`src/rtl/exec_mem_unit_pkg.sv`:
```
// Shared definitions for the execute/memory stage: data width, ALU op encodings
// and the ALU function itself.
package exec_mem_unit_pkg;

    localparam int DATA_W = 8;

    typedef enum logic {
        ALU_ADD = 1'b0,
        ALU_SUB = 1'b1
    } alu_op_e;

    // Modulo-256 add/subtract; carry and overflow are deliberately dropped.
    function automatic logic [DATA_W-1:0] alu_calc(input alu_op_e op,
                                                   input logic [DATA_W-1:0] a,
                                                   input logic [DATA_W-1:0] b);
        return (op == ALU_SUB) ? a - b : a + b;
    endfunction

endpackage

```
`src/rtl/exec_mem_unit_if.sv`:
```
// Bus between the operand muxes / write-back side and the execute/memory stage.
interface exec_mem_unit_if;
    import exec_mem_unit_pkg::*;

    logic              ALUOp;
    logic [DATA_W-1:0] Data1;
    logic [DATA_W-1:0] Data2;
    logic [DATA_W-1:0] Write_Data;
    logic              MemRead;
    logic              MemWrite;
    logic [DATA_W-1:0] ALU_Result;
    logic              Zero;
    logic [DATA_W-1:0] Read_Data;
    logic              Clk_Div;
    logic              Tick;

    modport master (
        output ALUOp, Data1, Data2, Write_Data, MemRead, MemWrite,
        input  ALU_Result, Zero, Read_Data, Clk_Div, Tick
    );

    modport slave (
        input  ALUOp, Data1, Data2, Write_Data, MemRead, MemWrite,
        output ALU_Result, Zero, Read_Data, Clk_Div, Tick
    );

endinterface

```
`src/rtl/data_mem8.sv`:
```
// DEPTH x 8 flop-array data memory: reset-to-index contents, one write port and
// a registered read port that returns the pre-write contents.
module data_mem8
    import exec_mem_unit_pkg::*;
#(
    parameter int unsigned DEPTH = 32
) (
    input  logic                     clk,
    input  logic                     clear,
    input  logic [$clog2(DEPTH)-1:0] addr,
    input  logic                     we,
    input  logic                     re,
    input  logic [DATA_W-1:0]        wdata,
    output logic [DATA_W-1:0]        rdata
);

    logic [DATA_W-1:0] mem [DEPTH];

    always_ff @(posedge clk) begin
        if (clear) begin
            // NOTE: the array is reset on purpose so loads after reset see mem[i]=i;
            // that rules out a RAM macro and keeps this a flop array.
            for (int i = 0; i < int'(DEPTH); i++) begin
                mem[i] <= DATA_W'(i);
            end
            rdata <= '0;
        end else begin
            if (we) begin
                mem[addr] <= wdata;
            end
            rdata <= re ? mem[addr] : '0;
        end
    end

endmodule

```
`src/rtl/slow_clk_gen.sv`:
```
// Free-running divider producing the visible step clock and a one-cycle tick
// on each of its rising edges.
module slow_clk_gen #(
    parameter int unsigned DIV_HALF = 25_000_000
) (
    input  logic clk,
    input  logic clear,
    output logic clk_div,
    output logic tick
);

    localparam logic [31:0] LAST = 32'(DIV_HALF - 1);

    logic [31:0] cnt;

    always_ff @(posedge clk) begin
        if (clear) begin
            cnt     <= '0;
            clk_div <= 1'b0;
            tick    <= 1'b0;
        end else if (cnt == LAST) begin
            cnt     <= '0;
            clk_div <= ~clk_div;
            // Tick is registered alongside clk_div so both rise on the same edge.
            tick    <= ~clk_div;
        end else begin
            cnt  <= cnt + 32'd1;
            tick <= 1'b0;
        end
    end

endmodule

```
`src/rtl/exec_mem_unit.sv`:
```
// Execute/memory stage: registered 8-bit ALU whose result addresses the data
// memory, plus the core's slow step-clock generator.
module exec_mem_unit
    import exec_mem_unit_pkg::*;
#(
    parameter int unsigned DIV_HALF = 25_000_000,
    parameter int unsigned DEPTH    = 32
) (
    input  logic           Clk,
    input  logic           Clear,
    exec_mem_unit_if.slave bus
);

    localparam int unsigned ADDR_W = $clog2(DEPTH);

    logic [DATA_W-1:0] alu_next;
    logic [DATA_W-1:0] alu_q;
    logic              zero_q;

    assign alu_next = alu_calc(alu_op_e'(bus.ALUOp), bus.Data1, bus.Data2);

    always_ff @(posedge Clk) begin
        // NOTE: non-blocking assignments so every register samples pre-edge values.
        if (Clear) begin
            alu_q  <= '0;
            zero_q <= 1'b1;
        end else begin
            alu_q  <= alu_next;
            zero_q <= (alu_next == '0);
        end
    end

    assign bus.ALU_Result = alu_q;
    assign bus.Zero       = zero_q;

    // Low address bits only: addresses alias with period DEPTH.
    data_mem8 #(
        .DEPTH(DEPTH)
    ) u_mem (
        .clk  (Clk),
        .clear(Clear),
        .addr (alu_q[ADDR_W-1:0]),
        .we   (bus.MemWrite),
        .re   (bus.MemRead),
        .wdata(bus.Write_Data),
        .rdata(bus.Read_Data)
    );

    slow_clk_gen #(
        .DIV_HALF(DIV_HALF)
    ) u_div (
        .clk    (Clk),
        .clear  (Clear),
        .clk_div(bus.Clk_Div),
        .tick   (bus.Tick)
    );

endmodule

```
`src/flat_wrapper.sv`:
```
// flat-port wrapper written by rule: the top's interface ports become plain ports
module exec_mem_unit_flat import exec_mem_unit_pkg::*;
#(
    parameter int unsigned DIV_HALF = 25_000_000,
    parameter int unsigned DEPTH    = 32
)
  (Clk, Clear, bus_ALUOp, bus_Data1, bus_Data2, bus_Write_Data, bus_MemRead, bus_MemWrite, bus_ALU_Result, bus_Zero, bus_Read_Data, bus_Clk_Div, bus_Tick);
  exec_mem_unit_if bus_i ();
  input  logic Clk;
  input  logic Clear;
  input wire logic [$bits(bus_i.ALUOp)-1:0] bus_ALUOp;
  input wire logic [$bits(bus_i.Data1)-1:0] bus_Data1;
  input wire logic [$bits(bus_i.Data2)-1:0] bus_Data2;
  input wire logic [$bits(bus_i.Write_Data)-1:0] bus_Write_Data;
  input wire logic [$bits(bus_i.MemRead)-1:0] bus_MemRead;
  input wire logic [$bits(bus_i.MemWrite)-1:0] bus_MemWrite;
  output wire logic [$bits(bus_i.ALU_Result)-1:0] bus_ALU_Result;
  output wire logic [$bits(bus_i.Zero)-1:0] bus_Zero;
  output wire logic [$bits(bus_i.Read_Data)-1:0] bus_Read_Data;
  output wire logic [$bits(bus_i.Clk_Div)-1:0] bus_Clk_Div;
  output wire logic [$bits(bus_i.Tick)-1:0] bus_Tick;
  assign bus_i.ALUOp = bus_ALUOp;
  assign bus_i.Data1 = bus_Data1;
  assign bus_i.Data2 = bus_Data2;
  assign bus_i.Write_Data = bus_Write_Data;
  assign bus_i.MemRead = bus_MemRead;
  assign bus_i.MemWrite = bus_MemWrite;
  assign bus_ALU_Result = bus_i.ALU_Result;
  assign bus_Zero = bus_i.Zero;
  assign bus_Read_Data = bus_i.Read_Data;
  assign bus_Clk_Div = bus_i.Clk_Div;
  assign bus_Tick = bus_i.Tick;
  exec_mem_unit #(.DIV_HALF(DIV_HALF), .DEPTH(DEPTH)) u_core (.Clk(Clk), .Clear(Clear), .bus(bus_i));
endmodule
```
`config.mk`:
```
export PLATFORM = sky130hd
export DESIGN_NAME = exec_mem_unit_flat
export DESIGN_NICKNAME = d
export VERILOG_FILES = /design/src/rtl/exec_mem_unit_pkg.sv /design/src/rtl/exec_mem_unit_if.sv /design/src/rtl/data_mem8.sv /design/src/rtl/slow_clk_gen.sv /design/src/rtl/exec_mem_unit.sv /design/src/flat_wrapper.sv
export SDC_FILE = /design/constraint.sdc
export NUM_CORES = 1
export LEC_CHECK = 0
export BUFFER_PORTS_ARGS = -buffer_cell sky130_fd_sc_hd__buf_2
export CAP_MARGIN = 0
export CORE_MARGIN = 5
export CORE_UTILIZATION = 30
export DETAILED_ROUTE_END_ITERATION = 7
export GPL_TIMING_DRIVEN = 1
export PLACE_DENSITY = 0.54
export SYNTH_ARGS = -nofsm -noshare
export SYNTH_HDL_FRONTEND = slang
export SYNTH_HIERARCHICAL = 1
export SYNTH_SLANG_ARGS = --single-unit
```
`constraint.sdc`:
```
create_clock -name Clk -period 3.1 [get_ports Clk]
set_input_delay 0.465 -clock Clk [delete_from_list [all_inputs] [get_ports Clk]]
set_output_delay 0.465 -clock Clk [all_outputs]
set_load 0.05 [all_outputs]
```
## Yosys cells after proc, flatten, opt, wreduce, memory -nomap -nowiden

Memories as Yosys holds them, arrays and structs flattened. A register that Yosys moved wholly into a read port is not among the register bits.
Index checks and enable logic that the tools add are counted.

| word-level totals | value |
|---|---|
| word-level logic and storage cells | 27 |
| bits of input ports | 29 |
| register bits | 43 |
| memories kept | 1 |
| RAM bits | 256 |

| operators by class | value |
|---|---|
| bitwise gates (word level) | 3 |
| muxes and demuxes | 9 |
| add/sub/neg operators | 3 |
| equal/unequal tests | 1 |
| reductions and logical operators | 5 |

Memory list:

| name | depth | bits a word | rd ports | clocked after memory_dff | write ports | RTL line | text |
|---|---|---|---|---|---|---|---|
| u_core.u_mem.mem | 32 | 8 | 1 | 1 | 32 | data_mem8.sv:17 | `logic [DATA_W-1:0] mem [DEPTH];` |

Operators with widths:

| cell | number |
|---|---|
| adder 32 x 1 -> 32 bit (second input constant) | 1 |
| == test 32 x 25 -> 1 bit (second input constant) | 1 |
| 2-to-1 mux 8 bit | 2 |
| adder 8 bit | 1 |
| logical NOT 8 bit | 1 |
| OR reduction 8 bit | 1 |
| subtractor 8 bit | 1 |
| 2-to-1 mux 1 bit | 6 |
| OR reduction 2 bit | 3 |
| 2-to-1 mux 5 bit | 1 |
| inverter 1 bit | 3 |

## Depth between registers and ports, before layout

Gate-level depths: netlist (run 1).

| depth | value |
|---|---|
| word-level depth | 5 |
| mapped depth | 10 |

## Cells and area by module

Netlist (run 1), hierarchy kept.

By module, submodules not included:

| module | area an instance (sq um) | seq. area each (sq um) | cells an instance | instances |
|---|---|---|---|---|
| data_mem8 | 12,279.3 | 7,847.5 | 919 | 1 |
| slow_clk_gen | 1,629.1 | 680.7 | 192 | 1 |
| exec_mem_unit | 739.5 | 180.2 | 85 | 1 |

## Worst setup path before layout (run 1)

Ideal clock, no wire load.

| path | value |
|---|---|
| path type | input -> register |
| start | input port bus_Data2[0] |
| end | register u_core.zero_q (netlist: u_core/bus.Zero) |
| required time | 3,004 ps |
| stages on the path | 10 |
| library setup time | 96 ps |
| arrival time | 2,198 ps |
| slack | 806 ps |
| path buffers | 0 |
| path through | inv_1 ha_1 a31oi_1 xnor2_1 ha_1 nor3b_1 a221o_1 a211oi_2 o31ai_1 o41ai_2 |

| on the way | value |
|---|---|
| cells in the longest elaborated chain, start to end | 3 |
| elaborated cells between the ends (all ways) | 4 |

Ends and longest elaborated chain:

| what | RTL line | text |
|---|---|---|
| start, declared | flat_wrapper.sv:13 | `input wire logic [$bits(bus_i.Data2)-1:0] bus_Data2;` |
| adder 8 bit or subtractor 8 bit (tied branches) | exec_mem_unit_pkg.sv:16 | `return (op == ALU_SUB) ? a - b : a + b;` |
| 2-to-1 mux 8 bit (*) | exec_mem_unit_pkg.sv:16 |  |
| logical NOT 8 bit (*) | exec_mem_unit.sv:29 | `zero_q <= (alu_next == '0);` |
| end signal, assigned | exec_mem_unit.sv:29 |  |
| end, declared | exec_mem_unit.sv:18 | `logic zero_q;` |

Every way passes the cells marked *; elsewhere a longest branch is shown, timed or not.
A chain may end at the register's enable or synchronous reset.

==> impl_metrics.toml, run 1 <==
[run_status]
status = "complete, no violations"

[global_routing]
grt-ovfl-total = 0
antenna_found_initial = 0
grt_pass1_wl_um = 54720
grt_usage_pct = 13.09
grt_start_max_net_pins = 62
grt_pass1_vias = 9203

[timing]
fmax_ghz = 0.3787
clock_skew_ps = 26.68
period_minus_slack_ps = 2641
final-max-slew-violation-count = 0
max-slew-margin-rel_pct = 27.44
worst_pin_slew_ps = 1087
setup_violations = 0
fin_crit_sh_pct = 85.18
hold_viol = 0
rsz0062_at_grt = "false"
tns_ps = 0

[clock_network]
numCtsBuffers = 36
cts_resized = 0
cts_tree = "built"
insertion_delay_ps = 540
post_cts.repair.setup_buffers = 0
cts_max_level = 2
root_buffer = "clkbuf_16"
cts.sinks = 307
clk_pin_slew_ps = 60
hold_buffers = 0
clock_path_buffers = 3

[die]
core_sq_um = 48650
initial_core_util_pct = 30.11
dieArea_sq_um = 53340
die_w_um = 231.0
die_height_um = 231.0
rows = 81
ios = 48

[drt]
drc = 0
via_per_inst = 5.031
wl_um = 35700
wire_per_inst_um = 19.18
firstDrtPassIters = 5
ant_nets = 0
dr_total_vias = 9362
drt_iter0_drc = 626

[synth]
syn_area_per_cell_sq_um = 12.25
async_reset_ff_share_pct = 0
synth.distinct_cells = 59
ys_seq_elements = 307
synth_nets = 1235
synth_area_sq_um = 14650
synth_edf_count = 256
synth_common_cells = "edfxtp_1 (256), and2_1 (177), mux2i_1 (129)"
synthCells = 1196
yosysTopAreaCell = "edfxtp_1"
synth_ff_type = "edfxtp_1"
synthTopCellsByArea = "edfxtp_1 (52%), mux2i_1 (8.8%), and2_1 (7.6%)"
synth-warning-count = 6
synth_top_area_share_pct = 52.48
yosysMostFrequentCell = "edfxtp_1"
yosysSeqAreaShare_pct = 59.45

[critical_path]
rrSetupSlack_ps = 460
r2r_end = "u_core/u_mem/rdata[2]"
critPathCaptureType = "flip-flop"
cp-start-kind = "flip-flop"
crit_path_max_fanout = 28
arrival_ps = 3020
ff2ff_path_depth = 4
required_ps = 3480
r2r_start = "u_core/bus.ALU_Result[2]"
critPathKind = "reg -> reg"

[worst_hold_path]
hold_class = "in -> reg"
whs_endpoint = "u_core/bus.ALU_Result[0]"
hold_depth = 3
holdCritStartpoint = "bus_Data2[0]"

[run]
drv_cap = 0

[power]
ir_drop_mv = 0.3262
p_per_area_nw_per_um2 = 592.9
leakagePower_uw = 0.005654

[layout]
register_area_sq_um = 8712
fillers = 4820
diodes = 0
final_nets = 1252
area_growth_pct = 12.85
multi_input_area_sq_um = 5480
drive_above_1_share_pct = 13.56
finalNonFillerCells = 1861

[place]
dp_hpwl_um = 23310
portBuffers = 47
dp.cells = 1797
gp_congestion = 0.7665
cell families (layout without fill, tap and decap cells):
group | Yosys count | after routing | share of synthesized area (%)
and+or+nand+nor | 495 | 495 | 20.56
DFF | 307 | 307 | 59.45
muxes | 129 | 129 | 8.815
AOI/OAI and AO/OA | 128 | 128 | 5.698
buffers and inverters | 103 | 146 | 3.135
xor gates and xnor gates | 24 | 24 | 1.435
adders and majority gates | 10 | 10 | 0.9055
layer usage:
| layer | global-route usage [%] | vias to the layer above | part of all wire (%) |
|---|---|---|---|
| met3 | 2.779 | 43 | 5.7 |
| met2 | 21.15 | 221 | 46 |
| met1 | 18.15 | 4629 | 47 |
| met5 | 0 | - | 0 |
| met4 | 3.065 | 0 | 1.7 |
| li1 | - | 4469 | - |
state kept, by name (all words and copies together), names as in the netlist:
signal / cells
u_core/u_mem/mem: 256
u_core/u_div/cnt: 32
u_core/bus.ALU_Result: 8
u_core/u_mem/rdata: 8
u_core/bus.Zero: 1
u_core/u_div/clk_div: 1
u_core/u_div/tick: 1
through the flow:
| stage | util [%] | setup WS [ps] | total power, uW | area, sq um | hold slack, ps |
|---|---|---|---|---|---|
| floorplan | - | 806.0 | 5611 | 14650 | 426.1 |
| global placement | 31.76 | 505.0 | 5966 | 15450 | 439.7 |
| detailed placement | 31.76 | 485.3 | 5979 | 15450 | 450.1 |
| CTS | 33.98 | 528.0 | 9901 | 16530 | 281.3 |
| global route | 33.98 | 313.4 | 10180 | 16530 | 309.7 |
| finish | 33.98 | 459.4 | 9800 | 16530 | 299.7 |
worst max-delay path by stage:
stage                                  endpoint  depth (start not counted)  slack [ps]                      from
after floorplan                 u_core/bus.Zero                         10         810              bus_Data2[0]
after global placement          u_core/bus.Zero                         10         510              bus_Data2[0]
after detailed placement        u_core/bus.Zero                         10         490              bus_Data2[0]
after CTS                 u_core/u_mem/rdata[6]                          4         530  u_core/bus.ALU_Result[2]
after global routing      u_core/u_mem/rdata[2]                          4         310  u_core/bus.ALU_Result[2]
final                     u_core/u_mem/rdata[2]                          4         460  u_core/bus.ALU_Result[2]
layout by cell type, fill, tap and decap left out, types with 3 or more instances in the layout:
cell         n
edfxtp_1   256
and2_1     177
mux2i_1    129
or3_1       72
nor2_1      70
o22ai_1     63
dfxtp_1     50
buf_2       47
clkbuf_16   36
or2_2       31
buf_4       22
a21oi_1     21
nand2_1     18
or4_1       16
o31ai_1     15
nand3_1     15
nand2b_1    14
xnor2_1     12
xor2_1      12
inv_1       11
a31oi_1     11
nor4_1      11
and3_1      10
nand4_1     10
clkbuf_1     9
ha_1         9
clkinv_1     8
clkinv_2     6
nand4bb_1    6
nor3_1       5
nor3_2       5
nand4b_1     5
and4_1       5
or4b_1       5
o21ai_0      4
nor2b_1      3
a21o_1       3
nor3b_1      3
o21a_1       3
cell type report:
type / count / area share, %
tap: 622 / 4.708
timing repair buffer: 71 / 2.664
multi-input combinational: 786 / 33.15
clock buffer: 45 / 5.654
clock inverter: 19 / 0.8629
inverter: 11 / 0.2498
sequential: 307 / 52.71
worst max-delay path, cell delays in order (launching register included):
cell and delay (ps):
dfxtp_1 1030, nand4bb_1 450, o22ai_1 220, nor4_1 590, a31oi_1 190
where the power goes:
group          internal (uW)  switching (uW)  total (uW)
logic                    392             773        1160
registers               4610             113        4730
clock network           2240            1670        3910
total                   7240            2560        9800
(Power assumes the default switching activity.)
==> run 2: changes to the inputs <==
- BUFFER_PORTS_ARGS: -buffer_cell sky130_fd_sc_hd__buf_2 -> -buffer_cell sky130_fd_sc_hd__buf_4
- CTS_BUF_LIST: unset -> sky130_fd_sc_hd__clkbuf_4
- SLEW_MARGIN: unset -> 5
==> run 2 against run 1 <==
  * Final cell count up 5.7%
  * Die area unchanged
  * Worst hold slack lost 190 ps
  * Combinational power rose by 5%
  * Wire length increased by 4.2%
  * Critical endpoint is now u_core/u_mem/mem[6][0]
  * First-iteration DRC count increased by 6.2%
  * Clock skew rose by 58 ps
  * Sequential power about the same
  * Via count increased by 3.7%
  * Highest routed layer unchanged
==> impl_metrics.toml, run 2 (synthesis gave the netlist of run 1 again) <==
[die]
ios = 48
dieArea_sq_um = 53340
initial_core_util_pct = 30.11
rows = 81
die_height_um = 231.0
core_sq_um = 48650
die_w_um = 231.0

[drt]
drc = 0
wl_um = 37200
firstDrtPassIters = 5
via_per_inst = 4.933
drt_iter0_drc = 665
ant_nets = 0
wire_per_inst_um = 18.90
dr_total_vias = 9708

[timing]
period_minus_slack_ps = 2510
final-max-slew-violation-count = 0
rsz0062_at_grt = "false"
setup_violations = 0
hold_viol = 0
fmax_ghz = 0.3983
worst_pin_slew_ps = 854.1
fin_crit_sh_pct = 80.98
max-slew-margin-rel_pct = 42.98
hold-worst-slack_ps = 104.8
clock_skew_ps = 84.49
tns_ps = 0

[critical_path]
cp_slowest_cell = "dfxtp_1"
required_ps = 3510
cp_num_buf_inv = 0
crit_family = "simple AND/OR/NAND/NOR gates"
critPathKind = "reg -> reg"
crit_path_max_fanout = 24
critPathCaptureType = "flip-flop"
max_stage_delay_ps = 870
cp-start-kind = "flip-flop"
arrival_ps = 2920
worstPathCellList = "nand2_1 -> nor2_1 -> or2_1"

[run_status]
status = "complete, no violations"

[global_routing]
antenna_found_initial = 2
grt_usage_pct = 13.77
grt_start_max_net_pins = 40
grt-ovfl-total = 0
grt_pass1_wl_um = 56950
grt_pass1_vias = 9863

[layout]
final_cell_mix = "edfxtp_1 (256), and2_1 (177), clkbuf_4 (137)"
register_area_sq_um = 8712
final_common_cell = "edfxtp_1"
fin_util_pct = 34.59
final_nets = 1312
largest_reg_flops = 256
area_growth_pct = 14.89
design_area_sq_um = 16830
drive_above_1_share_pct = 20.37
multi_input_area_sq_um = 5480
top_register = "u_core/u_mem/mem"
reg.largest.list = "u_core/u_mem/mem: 256 flops, u_core/u_div/cnt: 32 flops"
fillers = 4884

[clock_network]
numCtsBuffers = 87
cts_tree = "built"
root_buffer = "clkbuf_4"
clk_pin_slew_ps = 60
cts_max_level = 3
clock_path_buffers = 3
cts.sinks = 307
insertion_delay_ps = 780

[place]
dp_hpwl_um = 23820
portBuffers = 47
post_dp_cell_area_sq_um = 15630
gp_congestion = 0.7815

[power]
leakagePower_uw = 0.005905
ir_drop_mv = 0.2118
power_uw = 9859
p_per_area_nw_per_um2 = 585.9

[worst_hold_path]
hold_class = "in -> reg"

[run]
drv_cap = 0
run 2: cell type report:
cell class | instances | area share [%]
clock inverter | 24 | 0.9368
clock buffer | 137 | 6.112
antenna | 1 | 0.01487
tap | 622 | 4.625
inverter | 11 | 0.2454
multi-input combinational | 786 | 32.57
timing repair buffer | 80 | 3.732
sequential | 307 | 51.77
run 2: worst paths after layout:
check	startpoint	to	slack, ps	cells after the start
worst max-delay path	u_core/bus.ALU_Result[2]	u_core/u_mem/mem[6][0]	590	3
worst min-delay path	bus_Data1[0]	u_core/bus.ALU_Result[0]	100	4
worst max register to register	u_core/bus.ALU_Result[2]	u_core/u_mem/mem[6][0]	590	3
worst min register to register	u_core/u_div/cnt[0]	u_core/u_div/cnt[0]	470	1
run 2: metrics by stage:
stage / worst slack [ps] / cells
6_report: 589.6 / 1968
5_1_grt: 393.3 / 1968
4_1_cts: 541.6 / 1967
3_5_place_dp: 449.8 / 1805
3_3_place_gp: 526.1 / 1805
2_1_floorplan: 806.0 / 1196
run 2: metal layers:
layer  share of wire (%)  vias to the layer above  track usage [%]  wire length (um)
met5                   0                        -                0                 0
met4                 2.3                        0            4.532               848
met3                 6.3                       68            4.341              2352
met2                  46                      234            21.67             17010
met1                  46                     4768            18.11             16990
li1                    -                     4638                -                 -
run 2: repair_timing:
item / 4_1_cts / 5_1_grt
resized for setup: 0 / 0
hold buffers: 1 / 0
buffers inserted: 0 / 0
endpoints found under the setup margin: 0 / 0
hold endpoints to repair: 1 / 0
run 2: power by group:
group | switching (uW) | internal [uW]
clock network | 1740 | 2180
registers | 103 | 4610
logic | 796 | 428
total | 2640 | 7220
run 2: worst reg2reg max path: cells and delay by family (launching register included):
family           cells  cell delay (ps)
AND/OR/NAND/NOR      3             1280
flip-flops           1              870
==> run 3: changes to the inputs <==
- clock period: 3.1 -> 2.6 ns (I/O delays scaled with it)
==> run 3 against run 2 <==
  * Worst setup slack lost 380 ps
  * Core utilization increased by 0.17 points
  * Sequential cell count did not move
  * Clock skew down 27 ps
  * Fmax up 5.0%
  * Via count shrank 0.43%
  * Count of clock-buffer cells in the layout is 18 lower
  * Critical path type unchanged
  * Largest cell class unchanged
==> impl_metrics.toml, run 3 (synthesis gave the netlist of run 1 again) <==
[global_routing]
grt_usage_pct = 13.79
grt-ovfl-total = 0
grt_pass1_wl_um = 57010
grt_start_max_net_pins = 40
antenna_found_initial = 2
grt_pass1_vias = 9856

[drt]
ant_nets = 0
wire_per_inst_um = 18.78
wl_um = 37170
drt_iter0_drc = 527
dr_total_vias = 9666
drc = 0
via_per_inst = 4.884
firstDrtPassIters = 5

[timing]
worst_pin_slew_ps = 716.5
setup_violations = 0
period_minus_slack_ps = 2392
final-max-slew-violation-count = 0
max-slew-margin-rel_pct = 52.17
hold_viol = 0
fin_crit_sh_pct = 91.99
fmax_ghz = 0.4181
tns_ps = 0
rsz0062_at_grt = "false"
clock_skew_ps = 57.92

[place]
post_dp_cell_area_sq_um = 15810
gp_congestion = 0.7815
dp_hpwl_um = 24570
portBuffers = 47

[critical_path]
r2r_start = "u_core/bus.ALU_Result[2]"
critPathCaptureType = "flip-flop"
ff2ff_path_depth = 4
endpoint = "u_core/u_mem/rdata[7]"
required_ps = 3220
r2r_end = "u_core/u_mem/rdata[7]"
rrSetupSlack_ps = 210
arrival_ps = 3010
critPathKind = "reg -> reg"
crit_path_max_fanout = 21
critPathLaunch = "u_core/bus.ALU_Result[2]"
cp-start-kind = "flip-flop"

[clock_network]
cts.sinks = 307
cts_tree = "built"
cts_max_level = 3
hold_buffers = 4
root_buffer = "clkbuf_4"
insertion_delay_ps = 760
numCtsBuffers = 84
clock_path_buffers = 3
cts_resized = 0
post_cts.repair.setup_buffers = 0
clk_pin_slew_ps = 70

[layout]
area_growth_pct = 15.47
reg.largest.list = "u_core/u_mem/mem: 256 flops, u_core/u_div/cnt: 32 flops"
final_nets = 1334
multi_input_area_sq_um = 5480
register_area_sq_um = 8712
top_register = "u_core/u_mem/mem"
fillers = 4827
final_common_cell = "edfxtp_1"
final_cell_mix = "edfxtp_1 (256), and2_1 (177), mux2i_1 (129)"
largest_reg_flops = 256
design_area_sq_um = 16910
drive_above_1_share_pct = 20.43

[die]
die_height_um = 231.0
dieArea_sq_um = 53340
die_w_um = 231.0
ios = 48
rows = 81
core_sq_um = 48650
initial_core_util_pct = 30.11

[run]
drv_cap = 0

[worst_hold_path]
hold_class = "in -> reg"
holdCritStartpoint = "bus_Data1[4]"

[run_status]
status = "complete, no violations"

[power]
power_uw = 11440
ir_drop_mv = 0.2520
p_per_area_nw_per_um2 = 676.1
leakagePower_uw = 0.005954
-- run 3: changes by cell type in the layout (fill, tap and decap cells not counted) --
cell / change
buf_4: +21
clkbuf_4: -18
clkinv_1: +5
dlygate4sd3_1: +3
buf_12: +1
clkinv_2: +1
clkinvlp_4: -1
inv_2: -1
-- run 3: worst max-delay path: stages, from the launching register on --
cell	delay [ps]
dfxtp_1	780
nand4bb_1	460
o22ai_1	270
nor4_1	570
a31oi_1	190
-- run 3: worst min-delay path by stage --
stage,to,slack [ps],cells past startpoint
after floorplan,u_core/u_div/cnt[0],430,1
after global placement,u_core/u_div/cnt[0],440,1
after detailed placement,u_core/u_div/cnt[0],450,1
after CTS,u_core/bus.ALU_Result[4],40,4
after global routing,u_core/bus.ALU_Result[4],120,4
final,u_core/bus.ALU_Result[4],140,4
-- run 3: layout make-up --
type                            count  area share [%]
Antenna cell                        1         0.01480
Clock buffer                      119           5.282
Clock inverter                     28           1.006
Inverter                           11          0.2441
Multi-Input combinational cell    786           32.40
Sequential cell                   307           51.51
Tap cell                          622           4.601
Timing Repair Buffer              105           4.942
-- run 3: metal layers --
| layer | global-route usage (%) | part of all wire, % |
|---|---|---|
| met2 | 21.41 | 45 |
| met5 | 0 | 0 |
| met4 | 5.293 | 2.8 |
| met1 | 18.18 | 46 |
| met3 | 4.206 | 6.2 |
-- run 3: power breakdown --
group          switching, uW  internal [uW]
Clock                   2010           2300
Sequential               128           5500
Combinational            946            546
-- run 3: stage by stage --
stage	worst slack, ps	instances	hold WS [ps]	util [%]
after floorplan	381.0	1196	426.1	-
after global placement	98.15	1827	442.7	32.49
after detailed placement	63.36	1827	450.1	32.49
after CTS	126.6	1978	44.37	34.76
after global routing	49.70	1979	118.2	34.77
final	208.3	1979	143.5	34.77
